[config.mk]
export PLATFORM = sky130hd
export DESIGN_NAME = keypad_display_ctrl
export DESIGN_NICKNAME = d
export VERILOG_FILES = /design/src/rtl/keypad_display_ctrl.sv
export SDC_FILE = /design/constraint.sdc
export NUM_CORES = 1
export LEC_CHECK = 0
export CAP_MARGIN = 5
export CORE_MARGIN = 10
export CORE_UTILIZATION = 40
export DETAILED_ROUTE_END_ITERATION = 12
export PLACE_DENSITY = 0.62
export RECOVER_POWER = 100
export SLEW_MARGIN = 20
export SYNTH_ARGS = -nofsm -noshare
export SYNTH_HDL_FRONTEND = slang
export SYNTH_SLANG_ARGS = --single-unit
export TNS_END_PERCENT = 100
[constraint.sdc]
create_clock -name clk -period 6.18 [get_ports clk]
set_input_delay 1.236 -clock clk [delete_from_list [all_inputs] [get_ports clk]]
set_output_delay 1.236 -clock clk [all_outputs]
set_load 0.05 [all_outputs]
[src/rtl/keypad_display_ctrl.sv]
// 4x4 matrix keypad scanner with press/release debouncing.
// Each accepted key shifts the two-digit display (s0 -> s1, key -> s0)
// and raises key_valid for one cycle, one cycle after the digit update.
module keypad_display_ctrl #(
    parameter int SCAN_DIV        = 4096,
    parameter int DEBOUNCE_CYCLES = 65536
) (
    input  logic       clk,
    input  logic       reset,
    input  logic [3:0] rows,
    output logic [3:0] cols,
    output logic [3:0] s0,
    output logic [3:0] s1,
    output logic       key_valid
);

    localparam int DIV_W = (SCAN_DIV > 1) ? $clog2(SCAN_DIV) : 1;
    localparam int DEB_W = (DEBOUNCE_CYCLES > 1) ? $clog2(DEBOUNCE_CYCLES) : 1;
    localparam logic [DIV_W-1:0] DIV_LAST = DIV_W'(SCAN_DIV - 1);
    localparam logic [DEB_W-1:0] DEB_LAST = DEB_W'(DEBOUNCE_CYCLES - 1);

    typedef enum logic [1:0] {
        SCAN     = 2'd0,
        DEBOUNCE = 2'd1,
        HELD     = 2'd2,
        RELEASE  = 2'd3
    } state_t;

    state_t           state;
    logic [1:0]       col_idx;
    logic [1:0]       row_idx;
    logic [3:0]       row_pat;
    logic [DIV_W-1:0] div_cnt;
    logic [DEB_W-1:0] deb_cnt;
    logic             kv_pend;
    logic [3:0]       rows_p0;
    logic [3:0]       rows_p1;
    logic [3:0]       rows_s;

    // True when exactly one row line is pulled low.
    function automatic logic single_low(input logic [3:0] r);
        case (r)
            4'b1110, 4'b1101, 4'b1011, 4'b0111: single_low = 1'b1;
            default:                            single_low = 1'b0;
        endcase
    endfunction

    // Index of the low row line; only meaningful when single_low() holds.
    function automatic logic [1:0] low_index(input logic [3:0] r);
        case (r)
            4'b1101: low_index = 2'd1;
            4'b1011: low_index = 2'd2;
            4'b0111: low_index = 2'd3;
            default: low_index = 2'd0;
        endcase
    endfunction

    // One-hot-low column drive pattern for a column index.
    function automatic logic [3:0] col_drive(input logic [1:0] idx);
        col_drive = ~(4'b0001 << idx);
    endfunction

    // Hex code printed on the keycap at (row, col).
    function automatic logic [3:0] key_code(input logic [1:0] r, input logic [1:0] c);
        case ({r, c})
            4'h0: key_code = 4'h1;
            4'h1: key_code = 4'h2;
            4'h2: key_code = 4'h3;
            4'h3: key_code = 4'hA;
            4'h4: key_code = 4'h4;
            4'h5: key_code = 4'h5;
            4'h6: key_code = 4'h6;
            4'h7: key_code = 4'hB;
            4'h8: key_code = 4'h7;
            4'h9: key_code = 4'h8;
            4'hA: key_code = 4'h9;
            4'hB: key_code = 4'hC;
            4'hC: key_code = 4'hE;
            4'hD: key_code = 4'h0;
            4'hE: key_code = 4'hF;
            default: key_code = 4'hD;
        endcase
    endfunction

    assign rows_s = rows_p1;

    // Two-flop synchronizer: rows are asynchronous to clk; idle level is all-high.
    always_ff @(posedge clk or negedge reset) begin
        if (!reset) begin
            rows_p0 <= 4'b1111;
            rows_p1 <= 4'b1111;
        end else begin
            rows_p0 <= rows;
            rows_p1 <= rows_p0;
        end
    end

    // Scan / debounce / hold / release-debounce state machine with registered outputs.
    always_ff @(posedge clk or negedge reset) begin
        if (!reset) begin
            state     <= SCAN;
            col_idx   <= 2'd0;
            cols      <= 4'b1110;
            row_idx   <= 2'd0;
            row_pat   <= 4'b1111;
            div_cnt   <= '0;
            deb_cnt   <= '0;
            s0        <= 4'h0;
            s1        <= 4'h0;
            kv_pend   <= 1'b0;
            key_valid <= 1'b0;
        end else begin
            // key_valid trails the digit update by one cycle
            key_valid <= kv_pend;
            kv_pend   <= 1'b0;
            case (state)
                SCAN: begin
                    if (div_cnt == DIV_LAST) begin
                        div_cnt <= '0;
                        if (single_low(rows_s)) begin
                            // freeze the column and start confirming the press
                            row_pat <= rows_s;
                            row_idx <= low_index(rows_s);
                            deb_cnt <= '0;
                            state   <= DEBOUNCE;
                        end else begin
                            col_idx <= col_idx + 2'd1;
                            cols    <= col_drive(col_idx + 2'd1);
                        end
                    end else begin
                        div_cnt <= div_cnt + 1'b1;
                    end
                end
                DEBOUNCE: begin
                    if (rows_s == row_pat) begin
                        if (deb_cnt == DEB_LAST) begin
                            s1      <= s0;
                            s0      <= key_code(row_idx, col_idx);
                            kv_pend <= 1'b1;
                            state   <= HELD;
                        end else begin
                            deb_cnt <= deb_cnt + 1'b1;
                        end
                    end else begin
                        // bounce, release or extra rows: abandon and move on
                        state   <= SCAN;
                        div_cnt <= '0;
                        col_idx <= col_idx + 2'd1;
                        cols    <= col_drive(col_idx + 2'd1);
                    end
                end
                HELD: begin
                    // only the captured row matters; other keys are ignored
                    if (rows_s[row_idx]) begin
                        deb_cnt <= '0;
                        state   <= RELEASE;
                    end
                end
                RELEASE: begin
                    if (!rows_s[row_idx]) begin
                        state <= HELD;
                    end else if (deb_cnt == DEB_LAST) begin
                        state   <= SCAN;
                        div_cnt <= '0;
                        col_idx <= col_idx + 2'd1;
                        cols    <= col_drive(col_idx + 2'd1);
                    end else begin
                        deb_cnt <= deb_cnt + 1'b1;
                    end
                end
                default: state <= SCAN;
            endcase
        end
    end

endmodule

==> flow_summary.html, run 1 <==
<table>
<tr><th>Metric</th><th>Value</th></tr>
<tr><th colspan="2">Run status</th></tr>
<tr><td>Outcome</td><td>complete, but fails checks</td></tr>
<tr><td>Violated checks</td><td>max-capacitance violations, max-slew violations</td></tr>
<tr><th colspan="2">Power and ir drop</th></tr>
<tr><td>Maximum resistive drop on vdd</td><td>0.000123 V</td></tr>
<tr><td>Leakage Power</td><td>1.67 nW</td></tr>
<tr><td>Final total power</td><td>0.774 mW</td></tr>
<tr><td>Power density relative to cell area</td><td>213 nW/um^2</td></tr>
<tr><th colspan="2">Detailed routing</th></tr>
<tr><td>Number of nets with antenna violations after detailed routing</td><td>0</td></tr>
<tr><td>TritonRoute pass-1 iters</td><td>4</td></tr>
<tr><td>First-iteration detailed-routing DRC count</td><td>101</td></tr>
<tr><td>Number of DRC violations after detailed routing</td><td>0</td></tr>
<tr><td>Avg WL per Cell</td><td>14.3 microns</td></tr>
<tr><td>Via density</td><td>5.68</td></tr>
<tr><td>Post-Route WL</td><td>6.22 mm</td></tr>
<tr><td>Routed via count</td><td>2467</td></tr>
<tr><th colspan="2">STA</th></tr>
<tr><td>RSZ-0062 raised after global routing</td><td>no</td></tr>
<tr><td>Final count of negative-setup-slack endpoints</td><td>0</td></tr>
<tr><td>Hold Fails Final Rpt</td><td>0</td></tr>
<tr><td>Pins Over Slew Limit</td><td>40</td></tr>
<tr><td>Worst slew pin tran</td><td>2100 ps</td></tr>
<tr><td>Max Clock Freq</td><td>0.269 GHz</td></tr>
<tr><td>Setup TNS</td><td>0 ps</td></tr>
<tr><td>Post-layout min period</td><td>3720 ps</td></tr>
<tr><td>Final cycle utilization of the critical path</td><td>0.602</td></tr>
<tr><td>Max_slew headroom</td><td>-0.397</td></tr>
<tr><td>Post-Route Skew</td><td>8.85 ps</td></tr>
<tr><th colspan="2">Critical path</th></tr>
<tr><td>Worst path required time</td><td>6350 ps</td></tr>
<tr><td>Category of the worst setup path launch point</td><td>flop</td></tr>
<tr><td>Largest incremental delay on the critical path</td><td>970 ps</td></tr>
<tr><td>Max FO, Critical Path</td><td>30</td></tr>
<tr><td>Worst setup slack for register-to-register paths</td><td>2460 ps</td></tr>
<tr><td>Gate family responsible for the most delay along the worst path</td><td>simple AND/OR/NAND/NOR gates</td></tr>
<tr><td>CP max-delay cell</td><td>o221ai_1</td></tr>
<tr><td>Data arrival time of the critical path</td><td>3890 ps</td></tr>
<tr><td>Critical R2R Launch</td><td>state[0]</td></tr>
<tr><td>Cell breakdown of the critical path</td><td>nor2b_1 &gt; inv_1 &gt; o221ai_1 &gt; or2_0 &gt; o21ai_0</td></tr>
<tr><td>Reg-to-reg critical path endpoint</td><td>deb_cnt[0]</td></tr>
<tr><td>Type of element capturing the critical path</td><td>flop</td></tr>
<tr><td>Type of the setup path with the least slack</td><td>flop to flop</td></tr>
<tr><td>Count of buffer and inverter cells on the critical path</td><td>1</td></tr>
<tr><td>Count of cells along the worst register-to-register path</td><td>5</td></tr>
<tr><th colspan="2">Clock tree</th></tr>
<tr><td>TritonCTS clock tree</td><td>yes</td></tr>
<tr><td>H-tree Lvls</td><td>3</td></tr>
<tr><td>Number of cells upsized or downsized after cts</td><td>0</td></tr>
<tr><td>Worst-path clk slew</td><td>70 ps</td></tr>
<tr><td>Post-CTS Repair Setup Buffers</td><td>0</td></tr>
<tr><td>Number of clock buffers inserted by TritonCTS</td><td>9</td></tr>
<tr><td>Clk Tree Root Cell</td><td>clkbuf_8</td></tr>
<tr><td>Clock insertion delay at the later pin of the skew report</td><td>340 ps</td></tr>
<tr><td>Number of buffers inserted by hold repair at cts</td><td>0</td></tr>
<tr><td># clock sinks</td><td>60</td></tr>
<tr><td>Bufs on Longest Clock Path</td><td>2</td></tr>
<tr><th colspan="2">Floorplan</th></tr>
<tr><td>Row count</td><td>32</td></tr>
<tr><td>I/O pin count</td><td>19</td></tr>
<tr><td>Core box area</td><td>7810 sq um</td></tr>
<tr><td>Area of the die</td><td>12100 sq um</td></tr>
<tr><td>Die Span X</td><td>110 microns</td></tr>
<tr><td>Vertical die dimension</td><td>110 microns</td></tr>
<tr><td>Starting density of the core</td><td>0.414</td></tr>
<tr><th colspan="2">Synth</th></tr>
<tr><td>Prevailing post-synth register cell</td><td>dfrtp_1</td></tr>
<tr><td>Synth Warn #</td><td>0</td></tr>
<tr><td>Unique cell type count in the Yosys netlist</td><td>54</td></tr>
<tr><td>Simple-gate share of the synthesized area</td><td>0.207</td></tr>
<tr><td>Number of nets produced by synthesis</td><td>331</td></tr>
<tr><td>Share of synthesized cell area in full adder, half adder and majority cells</td><td>0.0310</td></tr>
<tr><td>Compound-Gate Fraction of Synth Area</td><td>0.174</td></tr>
<tr><td>Main combinational cell family by area after synthesis</td><td>simple AND/OR/NAND/NOR gates</td></tr>
<tr><td>Share of async-settable or async-resettable flops after synthesis</td><td>1.00</td></tr>
<tr><td>Multiplexer share of the synthesized area</td><td>0.0569</td></tr>
<tr><td>Mapped Area</td><td>3230 sq um</td></tr>
<tr><td>Avg Inst Size Synth</td><td>10.2 sq um</td></tr>
<tr><td>Parity-gate share of the synthesized area counting xor and xnor cells</td><td>0.0163</td></tr>
<tr><td>Register bit count reported by yosys</td><td>60</td></tr>
<tr><td>Sequential element share of the synthesized area</td><td>0.471</td></tr>
<tr><td>Post-synthesis cell count</td><td>317</td></tr>
<tr><td>EDFF count, synth</td><td>0</td></tr>
<tr><th colspan="2">Hold path</th></tr>
<tr><td>Number of instances on the worst hold path</td><td>0</td></tr>
<tr><td>Min-delay src</td><td>kv_pend</td></tr>
<tr><td>Min-Delay Path Class</td><td>flop to flop</td></tr>
<tr><td>Capture endpoint of the worst hold path</td><td>key_valid</td></tr>
<tr><th colspan="2">Finish</th></tr>
<tr><td>Final core occ</td><td>0.465</td></tr>
<tr><td>Area growth from synthesis to final layout</td><td>12.4%</td></tr>
<tr><td>Final-layout fill cell count</td><td>754</td></tr>
<tr><td>Final net count</td><td>341</td></tr>
<tr><td>Cell Count, Final, Fillers Out</td><td>434</td></tr>
<tr><td>Final design instance area without fill</td><td>3630 sq um</td></tr>
<tr><td>Share of cells above drive strength 1</td><td>0.133</td></tr>
<tr><td>Ant. Diodes</td><td>0</td></tr>
<tr><th colspan="2">GRT</th></tr>
<tr><td>Global-route usage over all layers</td><td>0.112</td></tr>
<tr><td>Global-route wire length before repair</td><td>10.9 mm</td></tr>
<tr><td>Global-route congestion overflow total</td><td>0</td></tr>
<tr><td>Largest net degree at the start of global routing</td><td>40</td></tr>
<tr><td>Vias in the first global route</td><td>2327</td></tr>
<tr><td>Antenna violations before repair</td><td>0</td></tr>
<tr><th colspan="2">Place</th></tr>
<tr><td>Count of input and output buffers</td><td>18</td></tr>
<tr><td>Last weighted congestion value of the routability-driven placer</td><td>0.829</td></tr>
<tr><td>Dpl cells</td><td>418</td></tr>
<tr><td>Placed cell area</td><td>3440 sq um</td></tr>
<tr><td>DP HPWL</td><td>4.18 mm</td></tr>
<tr><th colspan="2">Run</th></tr>
<tr><td>Max-capacitance violation count</td><td>1</td></tr>
</table>
metal layers:
layer / vias up / part of all wire / track usage
li1: 1224 / - / -
met5: - / 0 / 0
met2: 46 / 0.46 / 0.179
met1: 1192 / 0.47 / 0.136
met4: 0 / 0.011 / 0.0474
met3: 5 / 0.054 / 0.0363
worst max-delay path by stage:
stage | startpoint | endpoint | slack [ps] | depth (start not counted)
after floorplan | rows_p1[1] | deb_cnt[12] | 3920 | 8
after global placement | state[0] | deb_cnt[6] | 3200 | 5
after detailed placement | state[0] | deb_cnt[6] | 3070 | 5
after CTS | state[0] | deb_cnt[14] | 3070 | 5
after global routing | reset | div_cnt[3] | 1990 | 2
final | state[0] | deb_cnt[0] | 2460 | 5
state kept, by name, summed over array words and instances, names as in the netlist:
signal,flops
cols,4
div_cnt,12
state,2
row_pat,4
rows_p0,4
kv_pend,1
col_idx,2
s1,4
key_valid,1
s0,4
deb_cnt,16
row_idx,2
rows_p1,4
cells by family (layout without fill, tap and decap cells):
kind of cell    after synthesis  after routing
fa+ha+maj                     8              8
mux                          16             16
buf+inv                      31             46
xor+xnor                      6              6
flops                        60             60
simple gates                118            118
compound gates               78             78
per-stage QoR:
stage                     hold slack [ps]  worst slack, ps
after CTS                             356             3070
after floorplan                       331             3920
final                                 353             2460
after detailed placement              344             3070
after global routing                  357             1990
after global placement                332             3200
power by group:
group	switching (mW)	total, mW	internal [mW]
logic	0.0139	0.0196	0.00569
registers	0.00298	0.401	0.398
clock network	0.147	0.354	0.207
total	0.164	0.774	0.610
area by class of cell:
class | count | area [sq um] | area share
flip-flops and latches | 60 | 1520 | 0.419
clock inverters | 4 | 47.5 | 0.0131
inverters | 10 | 37.5 | 0.0103
well taps | 102 | 128 | 0.0351
repair buffers | 20 | 185 | 0.0510
multi-input cells | 226 | 1560 | 0.429
clock buffers | 12 | 155 | 0.0427
cells in the mapped netlist, types with 2 or more instances:
master,number,area (sq um)
or4_1,7,52.6
xor2_1,5,43.8
o211ai_1,9,67.6
nor2_1,13,48.8
nor3_1,5,25.0
a21oi_1,12,60.1
and3_1,17,106
o2bb2ai_1,2,17.5
ha_1,8,100
clkbuf_1,11,41.3
buf_2,5,25.0
nand4_1,7,43.8
nor3b_1,2,15.0
nand2_1,21,78.8
o21ai_0,12,60.1
buf_6,3,33.8
inv_1,10,37.5
dfrtp_1,45,1130
nand2b_1,2,12.5
a311o_1,2,20.0
a211oi_1,3,22.5
mux2i_1,6,60.1
dfstp_2,15,394
mux2_2,9,101
buf_1,2,7.51
or3_1,3,18.8
nor4_1,10,62.6
a22oi_1,5,37.5
a31oi_1,6,37.5
a211o_1,12,105
a21o_1,3,22.5
a41oi_1,3,26.3
nand4b_1,2,17.5
nand3b_1,2,15.0
nand3_1,19,95.1
layout by cell type (no fill, tap or decap), drive strengths merged, types with 13 or more instances in the layout:
cell type,count
nand3,19
nand2,21
and3,17
dfstp,15
nor2,13
clkbuf,14
dlygate4sd3,17
dfrtp,45
No activity file was read; power rests on OpenSTA's default activity.
==> run 2: changes to the inputs <==
Settings changed: PLACE_DENSITY 0.62 to 0.64.
Clock period 6.18 ns to 3.1 ns, I/O delays scaled along.
==> run 2 against run 1 <==
Net effect: the run now ends clean; first-iteration DRC count grew 25%; clock skew shrank 1.2 ps; non-clock buffer count grew 6; core utilization grew 0.37 points; sequential share of layout area shrank 0.33 points; combinational power grew 110%; total power grew 96%; final cell count grew 1.4%; largest power group unchanged; highest routed layer unchanged.
==> flow_summary.html, run 2 (synthesized netlist as in run 1, its figures left out) <==
<table>
<tr><th>Metric</th><th>Value</th></tr>
<tr><th colspan="2">Finish</th></tr>
<tr><td>Ant. Diodes</td><td>0 (unchanged)</td></tr>
<tr><td>Register bank with the most flops</td><td>deb_cnt</td></tr>
<tr><td>Leading registers by flop count</td><td>deb_cnt (16), div_cnt (12)</td></tr>
<tr><td>Cell Count, Final, Fillers Out</td><td>440 (+1.4%)</td></tr>
<tr><td>Area growth from synthesis to final layout</td><td>13.3%</td></tr>
<tr><td>Sequential Area</td><td>1520 sq um (unchanged)</td></tr>
<tr><td>Final net count</td><td>347 (+1.8%)</td></tr>
<tr><td>Flip-flop count of the largest register after layout</td><td>16 (unchanged)</td></tr>
<tr><td>Share of cells above drive strength 1</td><td>0.148 (+0.0154)</td></tr>
<tr><td>Most common cell after layout, fill and taps aside</td><td>dfrtp_1</td></tr>
<tr><td>Final-layout fill cell count</td><td>743 (-1.5%)</td></tr>
<tr><td>Commonest cells after routing, fill and taps aside</td><td>45 x dfrtp_1, 21 x nand2_1, 19 x nand3_1</td></tr>
<tr><td>Area used by multi-input combinational logic</td><td>1560 sq um (unchanged)</td></tr>
<tr><td>Final core occ</td><td>0.469 (+0.00369)</td></tr>
<tr><th colspan="2">Critical path</th></tr>
<tr><td>Gate family responsible for the most delay along the worst path</td><td>compound AO/OA/AOI/OAI gates</td></tr>
<tr><td>Cell breakdown of the critical path</td><td>ha_1 &gt; nand4_1 &gt; o31a_1 &gt; a31o_2 &gt; or2_1 &gt; a211o_1</td></tr>
<tr><td>Data arrival time of the critical path</td><td>2830 ps (-1060 ps)</td></tr>
<tr><td>Critical R2R Launch</td><td>div_cnt[1]</td></tr>
<tr><td>Type of the setup path with the least slack</td><td>flop to flop</td></tr>
<tr><td>Max FO, Critical Path</td><td>17 (-43%)</td></tr>
<tr><td>Type of element capturing the critical path</td><td>flop</td></tr>
<tr><td>Count of buffer and inverter cells on the critical path</td><td>0 (-1)</td></tr>
<tr><td>CP max-delay cell</td><td>o31a_1</td></tr>
<tr><td>Worst path required time</td><td>3320 ps (-3030 ps)</td></tr>
<tr><td>Critical Path Start</td><td>div_cnt[1]</td></tr>
<tr><td>Category of the worst setup path launch point</td><td>flop</td></tr>
<tr><td>Largest incremental delay on the critical path</td><td>500 ps (-470 ps)</td></tr>
<tr><th colspan="2">Place</th></tr>
<tr><td>DP HPWL</td><td>4.15 mm (-0.74%)</td></tr>
<tr><td>Count of input and output buffers</td><td>18 (unchanged)</td></tr>
<tr><td>Last weighted congestion value of the routability-driven placer</td><td>0.784 (-5.5%)</td></tr>
<tr><td>Dpl cells</td><td>424 (+1.4%)</td></tr>
<tr><th colspan="2">Power and ir drop</th></tr>
<tr><td>Power density relative to cell area</td><td>414 nW/um^2 (+94%)</td></tr>
<tr><td>Maximum resistive drop on vdd</td><td>0.000215 V (+75%)</td></tr>
<tr><td>Leakage Power</td><td>1.69 nW (+1.3%)</td></tr>
<tr><th colspan="2">Detailed routing</th></tr>
<tr><td>First-iteration detailed-routing DRC count</td><td>126 (+25%)</td></tr>
<tr><td>Avg WL per Cell</td><td>14.6 microns (+1.5%)</td></tr>
<tr><td>TritonRoute pass-1 iters</td><td>4 (unchanged)</td></tr>
<tr><td>Routed via count</td><td>2467 (unchanged)</td></tr>
<tr><td>Via density</td><td>5.61 (-1.4%)</td></tr>
<tr><td>Post-Route WL</td><td>6.40 mm (+2.9%)</td></tr>
<tr><td>Number of nets with antenna violations after detailed routing</td><td>0 (unchanged)</td></tr>
<tr><td>Number of DRC violations after detailed routing</td><td>0 (unchanged)</td></tr>
<tr><th colspan="2">STA</th></tr>
<tr><td>Pins Over Slew Limit</td><td>0 (-100%)</td></tr>
<tr><td>Max Clock Freq</td><td>0.383 GHz (+42%)</td></tr>
<tr><td>Final cycle utilization of the critical path</td><td>0.842 (+0.240)</td></tr>
<tr><td>Hold Fails Final Rpt</td><td>0 (unchanged)</td></tr>
<tr><td>Final count of negative-setup-slack endpoints</td><td>0 (unchanged)</td></tr>
<tr><td>Post-Route Skew</td><td>7.65 ps (-1.20 ps)</td></tr>
<tr><td>Worst slew pin tran</td><td>1450 ps (-641 ps)</td></tr>
<tr><td>Setup TNS</td><td>0 ps (unchanged)</td></tr>
<tr><td>Post-layout min period</td><td>2610 ps (-1110 ps)</td></tr>
<tr><td>RSZ-0062 raised after global routing</td><td>no</td></tr>
<tr><td>Max_slew headroom</td><td>0.0309 (+0.428)</td></tr>
<tr><th colspan="2">Clock tree</th></tr>
<tr><td>Number of cells upsized or downsized after cts</td><td>0 (unchanged)</td></tr>
<tr><td>Worst-path clk slew</td><td>70 ps (about the same)</td></tr>
<tr><td>Number of clock buffers inserted by TritonCTS</td><td>9 (unchanged)</td></tr>
<tr><td>TritonCTS clock tree</td><td>yes</td></tr>
<tr><td>Bufs on Longest Clock Path</td><td>2 (unchanged)</td></tr>
<tr><td>H-tree Lvls</td><td>3 (unchanged)</td></tr>
<tr><td>Clock insertion delay at the later pin of the skew report</td><td>340 ps (about the same)</td></tr>
<tr><td>Post-CTS Repair Setup Buffers</td><td>0 (unchanged)</td></tr>
<tr><td># clock sinks</td><td>60 (unchanged)</td></tr>
<tr><td>Clk Tree Root Cell</td><td>clkbuf_8</td></tr>
<tr><td>Number of buffers inserted by hold repair at cts</td><td>0 (unchanged)</td></tr>
<tr><th colspan="2">Floorplan</th></tr>
<tr><td>Starting density of the core</td><td>0.414 (unchanged)</td></tr>
<tr><td>Row count</td><td>32 (unchanged)</td></tr>
<tr><td>Area of the die</td><td>12100 sq um (unchanged)</td></tr>
<tr><td>Core box area</td><td>7810 sq um (unchanged)</td></tr>
<tr><td>I/O pin count</td><td>19 (unchanged)</td></tr>
<tr><td>Die Span X</td><td>110 microns (unchanged)</td></tr>
<tr><td>Vertical die dimension</td><td>110 microns (unchanged)</td></tr>
<tr><th colspan="2">GRT</th></tr>
<tr><td>Global-route wire length before repair</td><td>10.9 mm (-0.19%)</td></tr>
<tr><td>Largest net degree at the start of global routing</td><td>61 (+53%)</td></tr>
<tr><td>Antenna violations before repair</td><td>0 (unchanged)</td></tr>
<tr><td>Global-route usage over all layers</td><td>0.111 (-0.000718)</td></tr>
<tr><td>Vias in the first global route</td><td>2361 (+1.5%)</td></tr>
<tr><td>Global-route congestion overflow total</td><td>0 (unchanged)</td></tr>
<tr><th colspan="2">Run</th></tr>
<tr><td>Max-capacitance violation count</td><td>0 (-1)</td></tr>
<tr><th colspan="2">Hold path</th></tr>
<tr><td>Min-Delay Path Class</td><td>flop to flop</td></tr>
<tr><td>Min-delay src</td><td>kv_pend</td></tr>
<tr><th colspan="2">Run status</th></tr>
<tr><td>Outcome</td><td>finished clean</td></tr>
</table>
-- run 2: changes by cell type in the layout (fill, tap and decap cells not counted), sizes merged --
| cell | change |
|---|---|
| buf | +7 |
| clkinv | +1 |
| clkbuf | -2 |
-- run 2: cell type report --
| cell class | instances | area share |
|---|---|---|
| Clock buffer | 11 | 0.0359 |
| Timing Repair Buffer | 26 | 0.0636 |
| Tap cell | 102 | 0.0349 |
| Clock inverter | 5 | 0.0144 |
| Inverter | 10 | 0.0103 |
| Multi-Input combinational cell | 226 | 0.426 |
| Sequential cell | 60 | 0.415 |
-- run 2: path summary, 6_finish.rpt --
kind                       depth (start not counted)  slack, ps          end
min reg2reg                                        0        350    key_valid
max                                                6        490  deb_cnt[15]
max reg2reg                                        6        490  deb_cnt[15]
max in group asynchronous                          2       1530      cols[0]
min in group asynchronous                          2        720  deb_cnt[15]
min                                                0        350    key_valid
-- run 2: power breakdown --
part | switching (mW) | total, mW | internal, mW
registers | 0.00581 | 0.799 | 0.793
logic | 0.0281 | 0.0417 | 0.0136
clock network | 0.309 | 0.676 | 0.367
-- run 2: worst reg2reg max path, stage by stage, from the launching register on --
cell     delay (ps)
dfrtp_1         410
ha_1            250
nand4_1         210
o31a_1          500
a31o_2          290
or2_1           450
a211o_1         380
-- run 2: per-stage QoR --
| stage | power (mW) | worst slack (ps) | cell area [sq um] | hold slack, ps |
|---|---|---|---|---|
| floorplan | 0.832 | 844 | 3230 | 324 |
| global placement | 0.857 | 612 | 3490 | 333 |
| detailed placement | 0.858 | 513 | 3490 | 341 |
| CTS | 1.54 | 496 | 3670 | 355 |
| global route | 1.58 | 329 | 3660 | 358 |
| finish | 1.52 | 489 | 3660 | 352 |
-- run 2: metal layers --
layer	part of all wire	GRT usage	routed length [microns]
met5	0	0	0
met4	0.022	0.0586	142
met3	0.046	0.0293	293
met2	0.46	0.177	2950
met1	0.47	0.136	3020
